<file path="src/rtl/nv_nvdla_cfgrom_walker_pkg.sv">
// nv_nvdla_cfgrom_walker_pkg
// Shared types and constants for the CFGROM descriptor walker.
//   walk_state_e : walker FSM state encoding
//   desc_rec_t   : one emitted descriptor record {unit_id, offset, len}
//   CFGROM_*     : fixed CFGROM layout offsets and limits
//   desc_len_f / desc_id_f : field slices of a descriptor word
package nv_nvdla_cfgrom_walker_pkg;

   typedef enum logic [2:0] {
      S_IDLE,
      S_RD_VER,
      S_RD_DESC,
      S_EMIT,
      S_RD_PAY,
      S_DONE,
      S_ERR
   } walk_state_e;

   typedef struct packed {
      logic [15:0] unit_id;
      logic [11:0] offset;
      logic [15:0] len;
   } desc_rec_t;

   localparam logic [11:0] CFGROM_LIST_BASE  = 12'h004;
   localparam logic [11:0] CFGROM_HW_VER_OFF = 12'h000;
   localparam logic [11:0] CFGROM_OFF_LIMIT  = 12'hFFC;

   // DESC word layout: [31:16] payload length in bytes, [15:0] unit id
   function automatic logic [15:0] desc_len_f(input logic [31:0] w);
      return w[31:16];
   endfunction

   function automatic logic [15:0] desc_id_f(input logic [31:0] w);
      return w[15:0];
   endfunction

endpackage

</file>
<file path="src/rtl/nv_nvdla_cfgrom_port_arb.sv">
// nv_nvdla_cfgrom_port_arb
// Shares the single combinational CFGROM read port between CSB reads and
// the walker. CSB always wins; its read data is registered and returned
// one cycle later, and holds while csb_rd_valid is low.
//   clk, rstn       : clock, synchronous active-low reset
//   csb_rd_req/offset : CSB read request
//   walk_offset     : offset the walker wants this cycle
//   rom_offset      : muxed offset to the CFGROM
//   rom_rd_data     : CFGROM data (same cycle as rom_offset)
//   walk_grant      : walker owns the port this cycle
//   csb_rd_valid/data : registered CSB response
module nv_nvdla_cfgrom_port_arb (
   input  logic        clk,
   input  logic        rstn,
   input  logic        csb_rd_req,
   input  logic [11:0] csb_rd_offset,
   input  logic [11:0] walk_offset,
   input  logic [31:0] rom_rd_data,
   output logic [11:0] rom_offset,
   output logic        walk_grant,
   output logic        csb_rd_valid,
   output logic [31:0] csb_rd_data
);

   assign rom_offset = csb_rd_req ? csb_rd_offset : walk_offset;
   assign walk_grant = ~csb_rd_req;

   always_ff @(posedge clk) begin
      if (!rstn) begin
         csb_rd_valid <= 1'b0;
         csb_rd_data  <= 32'd0;
      end else begin
         csb_rd_valid <= csb_rd_req;
         if (csb_rd_req) csb_rd_data <= rom_rd_data;
      end
   end

endmodule

</file>
<file path="src/rtl/nv_nvdla_cfgrom_walker.sv">
// nv_nvdla_cfgrom_walker
// Walks the CFGROM descriptor list after reset or on walk_start, emitting
// one {unit_id, offset, len} record per descriptor on a valid/ready stream,
// and reports unit count, HW version and done/error status.
//   nvdla_core_clk/rstn : clock, synchronous active-low reset
//   walk_start          : start pulse (ignored while busy)
//   csb_rd_*            : CSB read access to CFGROM (priority over walker)
//   rom_offset/rd_data  : CFGROM read port
//   desc_*              : descriptor record stream
//   walk_busy/done/err  : walk status (done/err sticky until next start)
//   unit_cnt            : records accepted in current/last walk
//   hw_version          : captured HW_VERSION word
// Optional build macro NVDLA_CFGROM_WALK_CHECKSUM_EN adds payload reads and
// the walk_csum output (XOR of every word read by the walker).
module nv_nvdla_cfgrom_walker
   import nv_nvdla_cfgrom_walker_pkg::*;
#(
   parameter int          MAX_UNITS = 32,
   parameter logic [11:0] LIST_BASE = CFGROM_LIST_BASE
) (
   input  logic        nvdla_core_clk,
   input  logic        nvdla_core_rstn,
   input  logic        walk_start,
   input  logic        csb_rd_req,
   input  logic [11:0] csb_rd_offset,
   output logic        csb_rd_valid,
   output logic [31:0] csb_rd_data,
   output logic [11:0] rom_offset,
   input  logic [31:0] rom_rd_data,
   output logic        desc_valid,
   input  logic        desc_ready,
   output logic [15:0] desc_unit_id,
   output logic [11:0] desc_offset,
   output logic [15:0] desc_len,
   output logic        walk_busy,
   output logic        walk_done,
   output logic        walk_err,
   output logic [5:0]  unit_cnt,
`ifdef NVDLA_CFGROM_WALK_CHECKSUM_EN
   output logic [31:0] walk_csum,
`endif
   output logic [31:0] hw_version
);

   localparam logic [6:0] MAX_U = 7'(MAX_UNITS);

   walk_state_e state, state_nxt, emit_to;
   logic        start_pend;   // implicit start after reset
   logic        walk_go;
   logic        grant;
   logic        hs;
   logic        emit_err;
   logic [11:0] ptr;
   logic [11:0] walk_offset;
   logic [16:0] next_ptr;     // 17 bits so a huge len cannot wrap past 12'hFFC
   logic [6:0]  cnt_inc;
   desc_rec_t   desc_q;

`ifdef NVDLA_CFGROM_WALK_CHECKSUM_EN
   logic [11:0] pay_ptr;
   logic [13:0] pay_rem;
   logic [31:0] csum;
   assign walk_csum = csum;
`endif

   nv_nvdla_cfgrom_port_arb u_arb (
      .clk           (nvdla_core_clk),
      .rstn          (nvdla_core_rstn),
      .csb_rd_req    (csb_rd_req),
      .csb_rd_offset (csb_rd_offset),
      .walk_offset   (walk_offset),
      .rom_rd_data   (rom_rd_data),
      .rom_offset    (rom_offset),
      .walk_grant    (grant),
      .csb_rd_valid  (csb_rd_valid),
      .csb_rd_data   (csb_rd_data)
   );

   assign walk_go  = walk_start | start_pend;
   assign hs       = desc_valid & desc_ready;
   assign next_ptr = {5'd0, ptr} + 17'd4 + {1'b0, desc_q.len};
   assign cnt_inc  = {1'b0, unit_cnt} + 7'd1;

`ifdef NVDLA_CFGROM_WALK_CHECKSUM_EN
   assign emit_err = (next_ptr > {5'd0, CFGROM_OFF_LIMIT}) || (cnt_inc > MAX_U) ||
                     (|desc_q.len[1:0]);
   assign emit_to  = (desc_q.len != 16'd0) ? S_RD_PAY : S_RD_DESC;
`else
   assign emit_err = (next_ptr > {5'd0, CFGROM_OFF_LIMIT}) || (cnt_inc > MAX_U);
   assign emit_to  = S_RD_DESC;
`endif

   assign desc_unit_id = desc_q.unit_id;
   assign desc_offset  = desc_q.offset;
   assign desc_len     = desc_q.len;

   // state register
   always_ff @(posedge nvdla_core_clk) begin
      if (!nvdla_core_rstn) state <= S_IDLE;
      else                  state <= state_nxt;
   end

   // next state; every walking state freezes while CSB owns the port
   always_comb begin
      state_nxt = state;
      case (state)
         S_IDLE:    if (walk_go) state_nxt = S_RD_VER;
         S_RD_VER:  if (grant) state_nxt = S_RD_DESC;
         S_RD_DESC: if (grant) state_nxt = (rom_rd_data == 32'd0) ? S_DONE : S_EMIT;
         S_EMIT:    if (hs) state_nxt = emit_err ? S_ERR : emit_to;
`ifdef NVDLA_CFGROM_WALK_CHECKSUM_EN
         S_RD_PAY:  if (grant && pay_rem == 14'd1) state_nxt = S_RD_DESC;
`endif
         S_DONE:    state_nxt = S_IDLE;
         S_ERR:     state_nxt = S_IDLE;
         default:   state_nxt = S_IDLE;
      endcase
   end

   // outputs; desc_valid is masked during a CSB stall so a handshake can
   // never land on a cycle in which the walker is frozen
   always_comb begin
      walk_offset = CFGROM_HW_VER_OFF;
      desc_valid  = 1'b0;
      walk_busy   = 1'b1;
      case (state)
         S_IDLE:    walk_busy   = 1'b0;
         S_RD_DESC: walk_offset = ptr;
         S_EMIT:    desc_valid  = grant;
`ifdef NVDLA_CFGROM_WALK_CHECKSUM_EN
         S_RD_PAY:  walk_offset = pay_ptr;
`endif
         default: ;
      endcase
   end

   // datapath
   always_ff @(posedge nvdla_core_clk) begin
      if (!nvdla_core_rstn) begin
         start_pend <= 1'b1;
         ptr        <= 12'd0;
         desc_q     <= '0;
         unit_cnt   <= 6'd0;
         walk_done  <= 1'b0;
         walk_err   <= 1'b0;
         hw_version <= 32'd0;
`ifdef NVDLA_CFGROM_WALK_CHECKSUM_EN
         pay_ptr    <= 12'd0;
         pay_rem    <= 14'd0;
         csum       <= 32'd0;
`endif
      end else begin
         case (state)
            S_IDLE: if (walk_go) begin
               start_pend <= 1'b0;
               walk_done  <= 1'b0;
               walk_err   <= 1'b0;
               unit_cnt   <= 6'd0;
               ptr        <= LIST_BASE;
`ifdef NVDLA_CFGROM_WALK_CHECKSUM_EN
               csum       <= 32'd0;
`endif
            end
            S_RD_VER: if (grant) begin
               hw_version <= rom_rd_data;
`ifdef NVDLA_CFGROM_WALK_CHECKSUM_EN
               csum       <= csum ^ rom_rd_data;
`endif
            end
            S_RD_DESC: if (grant) begin
               if (rom_rd_data != 32'd0) begin
                  desc_q.unit_id <= desc_id_f(rom_rd_data);
                  desc_q.len     <= desc_len_f(rom_rd_data);
                  desc_q.offset  <= ptr;
               end
`ifdef NVDLA_CFGROM_WALK_CHECKSUM_EN
               csum <= csum ^ rom_rd_data;
`endif
            end
            S_EMIT: if (hs) begin
               unit_cnt <= cnt_inc[5:0];
               ptr      <= next_ptr[11:0];
`ifdef NVDLA_CFGROM_WALK_CHECKSUM_EN
               pay_ptr  <= ptr + 12'd4;
               pay_rem  <= desc_q.len[15:2];
`endif
            end
`ifdef NVDLA_CFGROM_WALK_CHECKSUM_EN
            S_RD_PAY: if (grant) begin
               csum    <= csum ^ rom_rd_data;
               pay_ptr <= pay_ptr + 12'd4;
               pay_rem <= pay_rem - 14'd1;
            end
`endif
            S_DONE: walk_done <= 1'b1;
            S_ERR:  walk_err  <= 1'b1;
            default: ;
         endcase
      end
   end

endmodule

</file>
<file path="config.mk">
export PLATFORM = sky130hd
export DESIGN_NAME = nv_nvdla_cfgrom_walker
export DESIGN_NICKNAME = d
export VERILOG_FILES = /design/src/rtl/nv_nvdla_cfgrom_walker_pkg.sv /design/src/rtl/nv_nvdla_cfgrom_port_arb.sv /design/src/rtl/nv_nvdla_cfgrom_walker.sv
export SDC_FILE = /design/constraint.sdc
export NUM_CORES = 1
export LEC_CHECK = 0
export CORE_MARGIN = 5
export CORE_UTILIZATION = 35
export DETAILED_ROUTE_END_ITERATION = 8
export GPL_TIMING_DRIVEN = 1
export SLEW_MARGIN = 15
export SYNTH_ARGS = -nofsm -noshare
export SYNTH_HDL_FRONTEND = slang
export SYNTH_SLANG_ARGS = --single-unit
</file>
<file path="constraint.sdc">
create_clock -name nvdla_core_clk -period 2.8 [get_ports nvdla_core_clk]
set_input_delay 0.28 -clock nvdla_core_clk [delete_from_list [all_inputs] [get_ports nvdla_core_clk]]
set_output_delay 0.28 -clock nvdla_core_clk [all_outputs]
set_load 0.01 [all_outputs]
</file>
==> results.toml, run 1 <==
[pwr]
max-vdd-ir-drop_mv = 0.408
power.density_cell_area_nw_per_um2 = 639
cellLeakagePower_nw = 3.35

[worst_hold_path]
min_path_type = "primary input to register"
min_path_cells = 3
startpoint_of_the_lowest_slack_hold_path = "csb_rd_req"
min_to = "state[1]"

[placement]
numPlacedInstances = 1090
port_buffers = 179
dp.final_hpwl_um = 14500
place.gp.congestion = 0.838

[setup_path]
crit_path_max_fanout = 8
startpoint_type = "register"
end_kind = "register"
critical_path_arrival_ns = 2.99
path_class = "register to register"
reg2reg_slack_ns = 0.11
rr_endpoint = "state[2]"
critical_path_required_ns = 3.10
worst_case_reg_to_reg_path_depth = 9
regToRegStartpoint = "desc_len[5]"

[route]
count_of_nets_left_with_antenna_violations_after_detail_routing = 0
post_drt_wl_per_cell_um = 17.8
drcViolationCount = 0
routed-via-count = 5624
routed_via_density = 5.01
detail_route.wirelength_um = 19900
detailedRoute.firstPassIterationCount = 5
drt_iter0_drc = 355

[clocking]
clk_pin_slew_worst_paths_ns = 0.06
cts.sinks = 133
post_cts.repair.setup_buffers = 0
clock_latency_ns = 0.42
holdBufCountCts = 0
clock_tree.buffer_depth = 2
tritoncts = "done"
cts_root_buf = "sky130_fd_sc_hd__clkbuf_16"
cts_inserted_buffers = 17
ctsHtreeMaxLevel = 4

[sta]
finalSetupViolations = 0
tightestPinTransition_ns = 1.08
fmax_mhz = 372
final.setup.tns_ns = 0
relSlewSlack_pct = 27.8
report.final.slew_viol_count = 0
whs_ns = 0.305
clock_skew_ns = 0.00822
min_period_over_period_pct = 95.9
hold_viol_final = 0
final.min_clock_period_ns = 2.69

[synth]
yosys_register_bits = 133
syn-instance-count = 696
count_of_flip_flops_with_a_built_in_enable_after_synthesis = 0
synth.yosys.warnings = 0
mappedNetlistNets = 771
post_synth.cell_area_avg_um2 = 8.75
synthesis.area_um2 = 6090
netlist-cell-type-count = 55
ys_dominant_reg_cell = "sky130_fd_sc_hd__dfxtp_1"
synth-seq-area-share_pct = 43.7
postSynth.asyncResetShare_pct = 0

[die]
floorplan.initialDensity_pct = 35.5
floorplan.io_pins = 180
floorplan.die.width_um = 142
die_h_um = 142
num_rows = 48
floorplan.core_area_um2 = 17200
die-area_um2 = 20100

[final_layout]
postLayoutCoreUtil_pct = 51.9
n_fill_cell = 1606
antenna_cells_inserted = 0
final-instance-count-excl-fill = 1122
final_layout_size_suffix_gt1_share_pct = 8.81
flow.area_growth_from_synthesis_pct = 46.2
design.final.nets = 959

[global_route]
grt_use_total_pct = 19.4
vias_in_the_first_global_route = 5563
first_pass_grt_wire_length_um = 30800
grt_overflow_total = 0
antenna_found_initial = 0
grt_start_max_net_pins = 61

[status]
outcome = "complete, no violations"

[flow_run]
drv_cap = 0
==> routing by layer <==
layer | track usage, % | share of wire [%] | vias to the layer above
met1 | 25.7 | 46 | 2658
met2 | 30.7 | 45 | 175
met5 | 0 | 0 | -
met3 | 6.38 | 7.5 | 21
met4 | 5.05 | 1.3 | 0
li1 | - | - | 2770
==> timing repair <==
item | in CTS | in global routing
resized for setup | 0 | 3
hold endpoints to repair | 0 | 0
setup endpoints to repair | 0 | 14
==> logic make-up after synthesis <==
family,Yosys count,synth area share [%]
compound gates,168,19.9
xor+xnor,8,1.15
fa+ha+maj,26,5.46
buf+inv,57,3.96
flops,133,43.7
mux,32,5.26
simple gates,272,20.6
==> power by group <==
part,internal (mW),leakage [nW],switching (mW)
Clock,1.51,0.309,0.924
Combinational,0.514,1.96,0.597
Sequential,2.03,1.08,0.114
==> final cells by class <==
| class | count | area (µm²) | area share, % |
|---|---|---|---|
| multi-input cells | 506 | 3230 | 36.2 |
| well taps | 225 | 282 | 3.16 |
| inverters | 14 | 52.6 | 0.590 |
| clock inverters | 15 | 215 | 2.42 |
| flip-flops and latches | 133 | 2660 | 29.9 |
| clock buffers | 17 | 425 | 4.78 |
| repair buffers | 212 | 2040 | 22.9 |
==> flip-flops by register name (all words and copies together), names as in the netlist, 3 cells and up <==
| signal | cells |
|---|---|
| desc_len | 16 |
| ptr | 12 |
| desc_offset | 12 |
| state | 3 |
| desc_unit_id | 16 |
| unit_cnt | 6 |
| u_arb.csb_rd_data | 32 |
| hw_version | 32 |
==> cell usage in the layout (no fill, tap or decap), types with 6 or more instances in the layout <==
master,instances
sky130_fd_sc_hd__a21boi_1,17
sky130_fd_sc_hd__xnor2_1,6
sky130_fd_sc_hd__mux2i_1,32
sky130_fd_sc_hd__nor2_1,16
sky130_fd_sc_hd__ha_1,25
sky130_fd_sc_hd__nor2b_1,45
sky130_fd_sc_hd__nand2_1,167
sky130_fd_sc_hd__clkdlybuf4s50_1,177
sky130_fd_sc_hd__o21ai_0,20
sky130_fd_sc_hd__nor4_1,8
sky130_fd_sc_hd__dfxtp_1,133
sky130_fd_sc_hd__buf_4,32
sky130_fd_sc_hd__and2_1,7
sky130_fd_sc_hd__a21oi_1,20
sky130_fd_sc_hd__a22o_1,12
sky130_fd_sc_hd__a22oi_1,10
sky130_fd_sc_hd__a21boi_0,61
sky130_fd_sc_hd__inv_1,14
sky130_fd_sc_hd__clkbuf_16,17
==> worst max path at each step <==
stage	from	endpoint	depth (start not counted)
2_1_floorplan	desc_len[1]	state[2]	10
3_3_place_gp	rom_rd_data[29]	desc_len[0]	7
3_5_place_dp	rom_rd_data[27]	desc_len[0]	7
4_1_cts	desc_len[1]	state[2]	10
5_1_grt	desc_len[5]	state[2]	9
6_report	desc_len[5]	state[2]	9
==> synth_stat cells (all sizes together), types with 2 or more instances <==
library cell	number	area share, %
nand2	168	10
dfxtp	133	44
a21boi	78	9.6
nor2b	46	4.7
mux2i	32	5.3
clkbuf	25	1.5
ha	25	5.1
o21ai	22	1.9
a21oi	20	1.6
buf	18	1.6
nor2	17	1.2
inv	14	0.86
a22o	12	1.7
a22oi	10	1.2
nor4	9	0.92
and2	7	0.72
xnor2	6	0.86
nand2b	4	0.41
nand4	4	0.41
nor3	4	0.41
or3	4	0.41
a21o	3	0.39
a31oi	3	0.31
o211ai	3	0.37
o31ai	3	0.37
a221oi	2	0.29
and3	2	0.23
nand3	2	0.16
nor3b	2	0.25
xor2	2	0.29
==> through the flow <==
| step | instance area [µm²] | total power [mW] | setup WS (ns) |
|---|---|---|---|
| final | 8910 | 5.69 | 0.114 |
| after global placement | 8250 | 3.27 | 0.0306 |
| after floorplan | 6090 | 2.73 | 0.332 |
| after detailed placement | 8250 | 3.29 | 0.0386 |
| after CTS | 8890 | 5.73 | 0.0848 |
| after global routing | 8910 | 5.93 | -0.0313 |
==> critical path: stages (launching register included) <==
cell                        delay, ns
sky130_fd_sc_hd__dfxtp_1         0.33
sky130_fd_sc_hd__ha_1            0.30
sky130_fd_sc_hd__ha_1            0.43
sky130_fd_sc_hd__a2111oi_4       0.49
sky130_fd_sc_hd__o21ai_2         0.13
sky130_fd_sc_hd__a32o_1          0.30
sky130_fd_sc_hd__or2_0           0.21
sky130_fd_sc_hd__a21oi_1         0.12
sky130_fd_sc_hd__and4b_1         0.20
sky130_fd_sc_hd__a21oi_1         0.06
Note: power is estimated with default switching activity, not from simulation.
==> run 2: changes to the inputs <==
--- a/config.mk
+++ b/config.mk
@@ -8,7 +8,7 @@
 export CORE_MARGIN = 5
 export CORE_UTILIZATION = 35
 export DETAILED_ROUTE_END_ITERATION = 8
-export GPL_TIMING_DRIVEN = 1
+export GPL_TIMING_DRIVEN = 0
 export SLEW_MARGIN = 15
 export SYNTH_ARGS = -nofsm -noshare
 export SYNTH_HDL_FRONTEND = slang
==> run 2 against run 1 <==
Combinational power is essentially flat. Via count shrank 2.0%. Register-to-register slack better by 0.04 ns. Die area stayed put. Critical path type unchanged. Routed wire length down 2.6%. Sequential power hardly changed.
==> results.toml, run 2 (same netlist as run 1, synthesis figures left out) <==
[status]
outcome = "complete, no violations"

[final_layout]
flow.area_growth_from_synthesis_pct = 45.1
final-instance-count-excl-fill = 1130
n_fill_cell = 1690
largest_registers = "hw_version (32), u_arb.csb_rd_data (32)"
layout_commonest_cell = "sky130_fd_sc_hd__clkdlybuf4s50_1"
top_library_cells_by_usage_in_the_layout_fill_and_taps_aside = "178 x sky130_fd_sc_hd__clkdlybuf4s50_1, 167 x sky130_fd_sc_hd__nand2_1, 130 x sky130_fd_sc_hd__dfxtp_1, 61 x sky130_fd_sc_hd__a21boi_0, 46 x sky130_fd_sc_hd__nor2b_1"
antenna_cells_inserted = 0
final_cell_area_um2 = 8840
final_layout_size_suffix_gt1_share_pct = 7.40
design.final.nets = 967

[global_route]
grt_overflow_total = 0
grt_start_max_net_pins = 20
first_pass_grt_wire_length_um = 30700
vias_in_the_first_global_route = 5581
grt_use_total_pct = 19.5
antenna_found_initial = 0

[setup_path]
critical_path_buf_inv_count = 1
worst_case_reg_to_reg_path_depth = 10
startpoint_type = "register"
reg2reg_slack_ns = 0.15
critical_path_arrival_ns = 2.95
slowest_stage = "sky130_fd_sc_hd__a2111oi_4"
critical_path.max_stage_delay_ns = 0.42
path_class = "register to register"
critical_path_required_ns = 3.11
cp_num_cells = 10
end_kind = "register"
worst_path_top_cell_family_by_delay = "compound AO/OA/AOI/OAI gates"
crit_path_max_fanout = 8
timing.critical_path.cells = "ha_1, ha_1, buf_6, a2111oi_4, o21ai_2, a32o_1, or2_0, a21oi_1, and4b_1, a21oi_1"

[sta]
relSlewSlack_pct = 55.1
hold_viol_final = 0
min_period_over_period_pct = 94.5
fmax_mhz = 378
tightestPinTransition_ns = 0.668
clock_skew_ns = 0.00670
final.min_clock_period_ns = 2.65
postLayoutSetupSlackWorst_ns = 0.154
report.final.slew_viol_count = 0
finalSetupViolations = 0

[route]
count_of_nets_left_with_antenna_violations_after_detail_routing = 0
max_layer_used = "met4"
wl_met3_um = 1720
detailedRoute.firstPassIterationCount = 4
routed-via-count = 5511
detail_route.wirelength_um = 19400
routed_via_density = 4.88
met1_layer_wirelength_in_the_final_routing_um = 8450
drt_iter0_drc = 233
drcViolationCount = 0
met2RoutedLength_um = 9010
post_drt_wl_per_cell_um = 17.2

[clocking]
cts.sinks = 133
clk_pin_slew_worst_paths_ns = 0.06
holdBufCountCts = 0
ctsHtreeMaxLevel = 4
cts_inserted_buffers = 17
cts_root_buf = "sky130_fd_sc_hd__clkbuf_16"
clock_latency_ns = 0.42
tritoncts = "done"
clock_tree.buffer_depth = 2

[worst_hold_path]
min_path_cells = 2
min_path_type = "primary input to register"

[placement]
port_buffers = 178
numPlacedInstances = 1099
place.gp.congestion = 0.880
dp.final_hpwl_um = 14900
postPlaceCellArea_um2 = 8160
place_worst_setup_slack_ns = -0.442

[die]
floorplan.io_pins = 180
num_rows = 48
floorplan.initialDensity_pct = 35.5
floorplan.die.width_um = 142
floorplan.core_area_um2 = 17200
die_h_um = 142
die-area_um2 = 20100

[pwr]
cellLeakagePower_nw = 3.28
internal-power_mw = 4.09
part_of_the_power_in_combinational_logic_pct = 19.9
max-vdd-ir-drop_mv = 0.422
total_switching_power_mw = 1.58
power.share.clock_pct = 42.9
power.density_cell_area_nw_per_um2 = 642
seq_power_share_pct = 37.1
sw_frac_of_total_pct = 27.9

[flow_run]
drv_cap = 0
-- run 2: changes by cell type in the layout (fill, tap and decap cells not counted), moves of 2 or more --
cell                       delta
sky130_fd_sc_hd__clkbuf_2     +2
sky130_fd_sc_hd__buf_2       +13
sky130_fd_sc_hd__dfxtp_2      +3
sky130_fd_sc_hd__dfxtp_1      -3
sky130_fd_sc_hd__inv_8        -2
sky130_fd_sc_hd__clkbuf_1    +23
sky130_fd_sc_hd__buf_4       -32
sky130_fd_sc_hd__clkbuf_8     +2
-- run 2: power groups by stage --
stage	Combinational, mW	Sequential [mW]	Clock (mW)
after CTS	1.14	2.11	2.49
final	1.13	2.11	2.44
after floorplan	0.535	2.19	0
after global placement	1.14	2.14	0
after global routing	1.26	2.13	2.58
after detailed placement	1.13	2.15	0
-- run 2: path summary, 6_finish.rpt --
kind,startpoint,to
setup / recovery,ptr[5],state[2]
hold / removal,nvdla_core_rstn,desc_len[5]
setup reg to reg,ptr[5],state[2]
hold reg to reg,desc_offset[2],desc_offset[2]
-- run 2: area by class of cell --
type	count	area, µm²	area share, %
flip-flops and latches	133	2670	30.2
repair buffers	178	1780	20.2
inverters	14	52.6	0.594
clock inverters	13	195	2.21
multi-input cells	506	3220	36.4
clock buffers	19	453	5.12
well taps	225	282	3.18
plain buffers	42	190	2.15
-- run 2: routing by layer --
metal,up-vias,global-route usage (%)
met5,-,0
met4,0,5.30
li1,2789,-
met2,167,31.4
met3,13,8.47
met1,2542,24.1
-- run 2: stage by stage --
step / util [%] / power (mW) / hold WS (ns) / setup TNS [ns]
after floorplan: - / 2.73 / 0.415 / 0
after global placement: 47.5 / 3.28 / 0.444 / -4.18
after detailed placement: 47.5 / 3.28 / 0.449 / -4.19
after CTS: 51.3 / 5.74 / 0.255 / 0
after global routing: 51.5 / 5.96 / 0.280 / -0.0226
final: 51.5 / 5.68 / 0.263 / 0
-- run 2: repair_timing --
item                       in CTS  in global routing
setup endpoints to repair      13                 12
resized for setup               3                 10
buffers inserted                0                  0
==> run 3: changes to the inputs <==
--- a/config.mk
+++ b/config.mk
@@ -7,8 +7,10 @@
 export LEC_CHECK = 0
 export CORE_MARGIN = 5
 export CORE_UTILIZATION = 35
+export CTS_CLUSTER_DIAMETER = 200
 export DETAILED_ROUTE_END_ITERATION = 8
 export GPL_TIMING_DRIVEN = 0
+export MAX_ROUTING_LAYER = met4
 export SLEW_MARGIN = 15
 export SYNTH_ARGS = -nofsm -noshare
 export SYNTH_HDL_FRONTEND = slang
==> run 3 against run 2 <==
Utilization is the same. Largest power group unchanged. Highest routed layer unchanged. Clock-buffer cell count stayed put. Hold slack lost 0.0032 ns. Sequential cell count unchanged.
==> results.toml, run 3 (same netlist as run 1, synthesis figures left out) <==
[die]
floorplan.die.width_um = 142
die-area_um2 = 20100
floorplan.io_pins = 180
die_h_um = 142
floorplan.initialDensity_pct = 35.5
num_rows = 48
floorplan.core_area_um2 = 17200

[route]
wl_met3_um = 1550
max_layer_used = "met4"
detail_route.wirelength_um = 19400
post_drt_wl_per_cell_um = 17.1
detailedRoute.firstPassIterationCount = 4
routed_via_density = 4.88
met2RoutedLength_um = 8850
drcViolationCount = 0
met1_layer_wirelength_in_the_final_routing_um = 8620
drt_iter0_drc = 204
routed-via-count = 5510
count_of_nets_left_with_antenna_violations_after_detail_routing = 0

[clocking]
ctsHtreeMaxLevel = 4
tritoncts = "done"
number_of_gates_resized_after_cts = 3
clock_tree.buffer_depth = 2
post_cts.repair.setup_buffers = 0
holdBufCountCts = 0
clk_pin_slew_worst_paths_ns = 0.06
cts_inserted_buffers = 17
cts.sinks = 133
clock_latency_ns = 0.42
cts_root_buf = "sky130_fd_sc_hd__clkbuf_16"

[global_route]
first_pass_grt_wire_length_um = 30600
vias_in_the_first_global_route = 5608
grt_overflow_total = 0
grt_use_total_pct = 20.1
antenna_found_initial = 0
grt_start_max_net_pins = 20

[setup_path]
critical_path_required_ns = 3.11
slowest_stage = "sky130_fd_sc_hd__dfxtp_1"
startpoint = "ptr[6]"
critical_path_arrival_ns = 2.96
reg2reg_slack_ns = 0.15
regToRegStartpoint = "ptr[6]"
worst_case_reg_to_reg_path_depth = 9
end_kind = "register"
crit_path_max_fanout = 8
path_class = "register to register"
critical_path.max_stage_delay_ns = 0.48
timing.critical_path.cells = "ha_1, ha_1, o21ai_0, a21boi_1, a32o_1, o311ai_1, a21oi_1, and4b_1, a21oi_1"
startpoint_type = "register"

[pwr]
cellLeakagePower_nw = 3.28
power.density_cell_area_nw_per_um2 = 642
max-vdd-ir-drop_mv = 0.425
fin_total_pwr_mw = 5.68

[sta]
tightestPinTransition_ns = 0.650
clock_skew_ns = 0.00547
whs_ns = 0.260
final.min_clock_period_ns = 2.65
relSlewSlack_pct = 56.3
fmax_mhz = 377
min_period_over_period_pct = 94.6
final.setup.tns_ns = 0
finalSetupViolations = 0
report.final.slew_viol_count = 0
hold_viol_final = 0

[placement]
port_buffers = 178
dp.final_hpwl_um = 14900
place.gp.congestion = 0.895
postPlaceCellArea_um2 = 8160

[worst_hold_path]
startpoint_of_the_lowest_slack_hold_path = "nvdla_core_rstn"
min_path_type = "primary input to register"
min_path_cells = 2

[final_layout]
final_cell_area_um2 = 8840
antenna_cells_inserted = 0
final_layout_size_suffix_gt1_share_pct = 7.40
n_fill_cell = 1690
top_library_cells_by_usage_in_the_layout_fill_and_taps_aside = "178 x sky130_fd_sc_hd__clkdlybuf4s50_1, 167 x sky130_fd_sc_hd__nand2_1, 130 x sky130_fd_sc_hd__dfxtp_1, 61 x sky130_fd_sc_hd__a21boi_0, 46 x sky130_fd_sc_hd__nor2b_1"
largest_registers = "hw_version (32), u_arb.csb_rd_data (32)"
area.sequential_um2 = 2670
layout_commonest_cell = "sky130_fd_sc_hd__clkdlybuf4s50_1"
multi_input_area_um2 = 3220
design.final.nets = 967
postLayoutCoreUtil_pct = 51.5
flow.area_growth_from_synthesis_pct = 45.1

[status]
outcome = "complete, no violations"

[flow_run]
drv_cap = 0
==> run 3: cell counts in the layout (fill, tap and decap cells not counted) <==
Identical to the previous run, type by type.
==> run 3: worst paths after layout <==
check	endpoint
hold reg to reg	desc_offset[6]
setup reg to reg	state[2]
hold / removal	desc_len[5]
setup / recovery	state[2]
==> run 3: area by class of cell <==
cell class | instances | area share [%]
Buffer | 42 | 2.15
Tap cell | 225 | 3.18
Clock buffer | 19 | 5.12
Multi-Input combinational cell | 506 | 36.4
Timing Repair Buffer | 178 | 20.2
Sequential cell | 133 | 30.2
Clock inverter | 13 | 2.21
Inverter | 14 | 0.594
==> run 3: stage by stage <==
| stage | worst slack, ns | cells |
|---|---|---|
| finish | 0.150 | 1130 |
| floorplan | 0.332 | 696 |
| global placement | -0.433 | 1099 |
| detailed placement | -0.442 | 1099 |
| global route | -0.0182 | 1130 |
| CTS | 0.00653 | 1130 |
==> run 3: critical path: cells and delay by family, from the launching register on <==
kind / cells / cell delay [ns]
simple gates: 1 / 0.20
fa+ha+maj: 2 / 0.73
compound gates: 6 / 1.14
flops: 1 / 0.48
==> run 3: metal layers <==
metal	GRT usage [%]	vias up
li1	-	2790
met1	24.4	2541
met2	31.3	158
met3	7.26	21
met4	6.36	0
met5	-	-
==> run 3: power breakdown <==
group	switching [mW]	total (mW)	internal, mW
logic	0.618	1.13	0.513
clock network	0.886	2.44	1.55
registers	0.0783	2.11	2.03
total	1.58	5.68	4.09
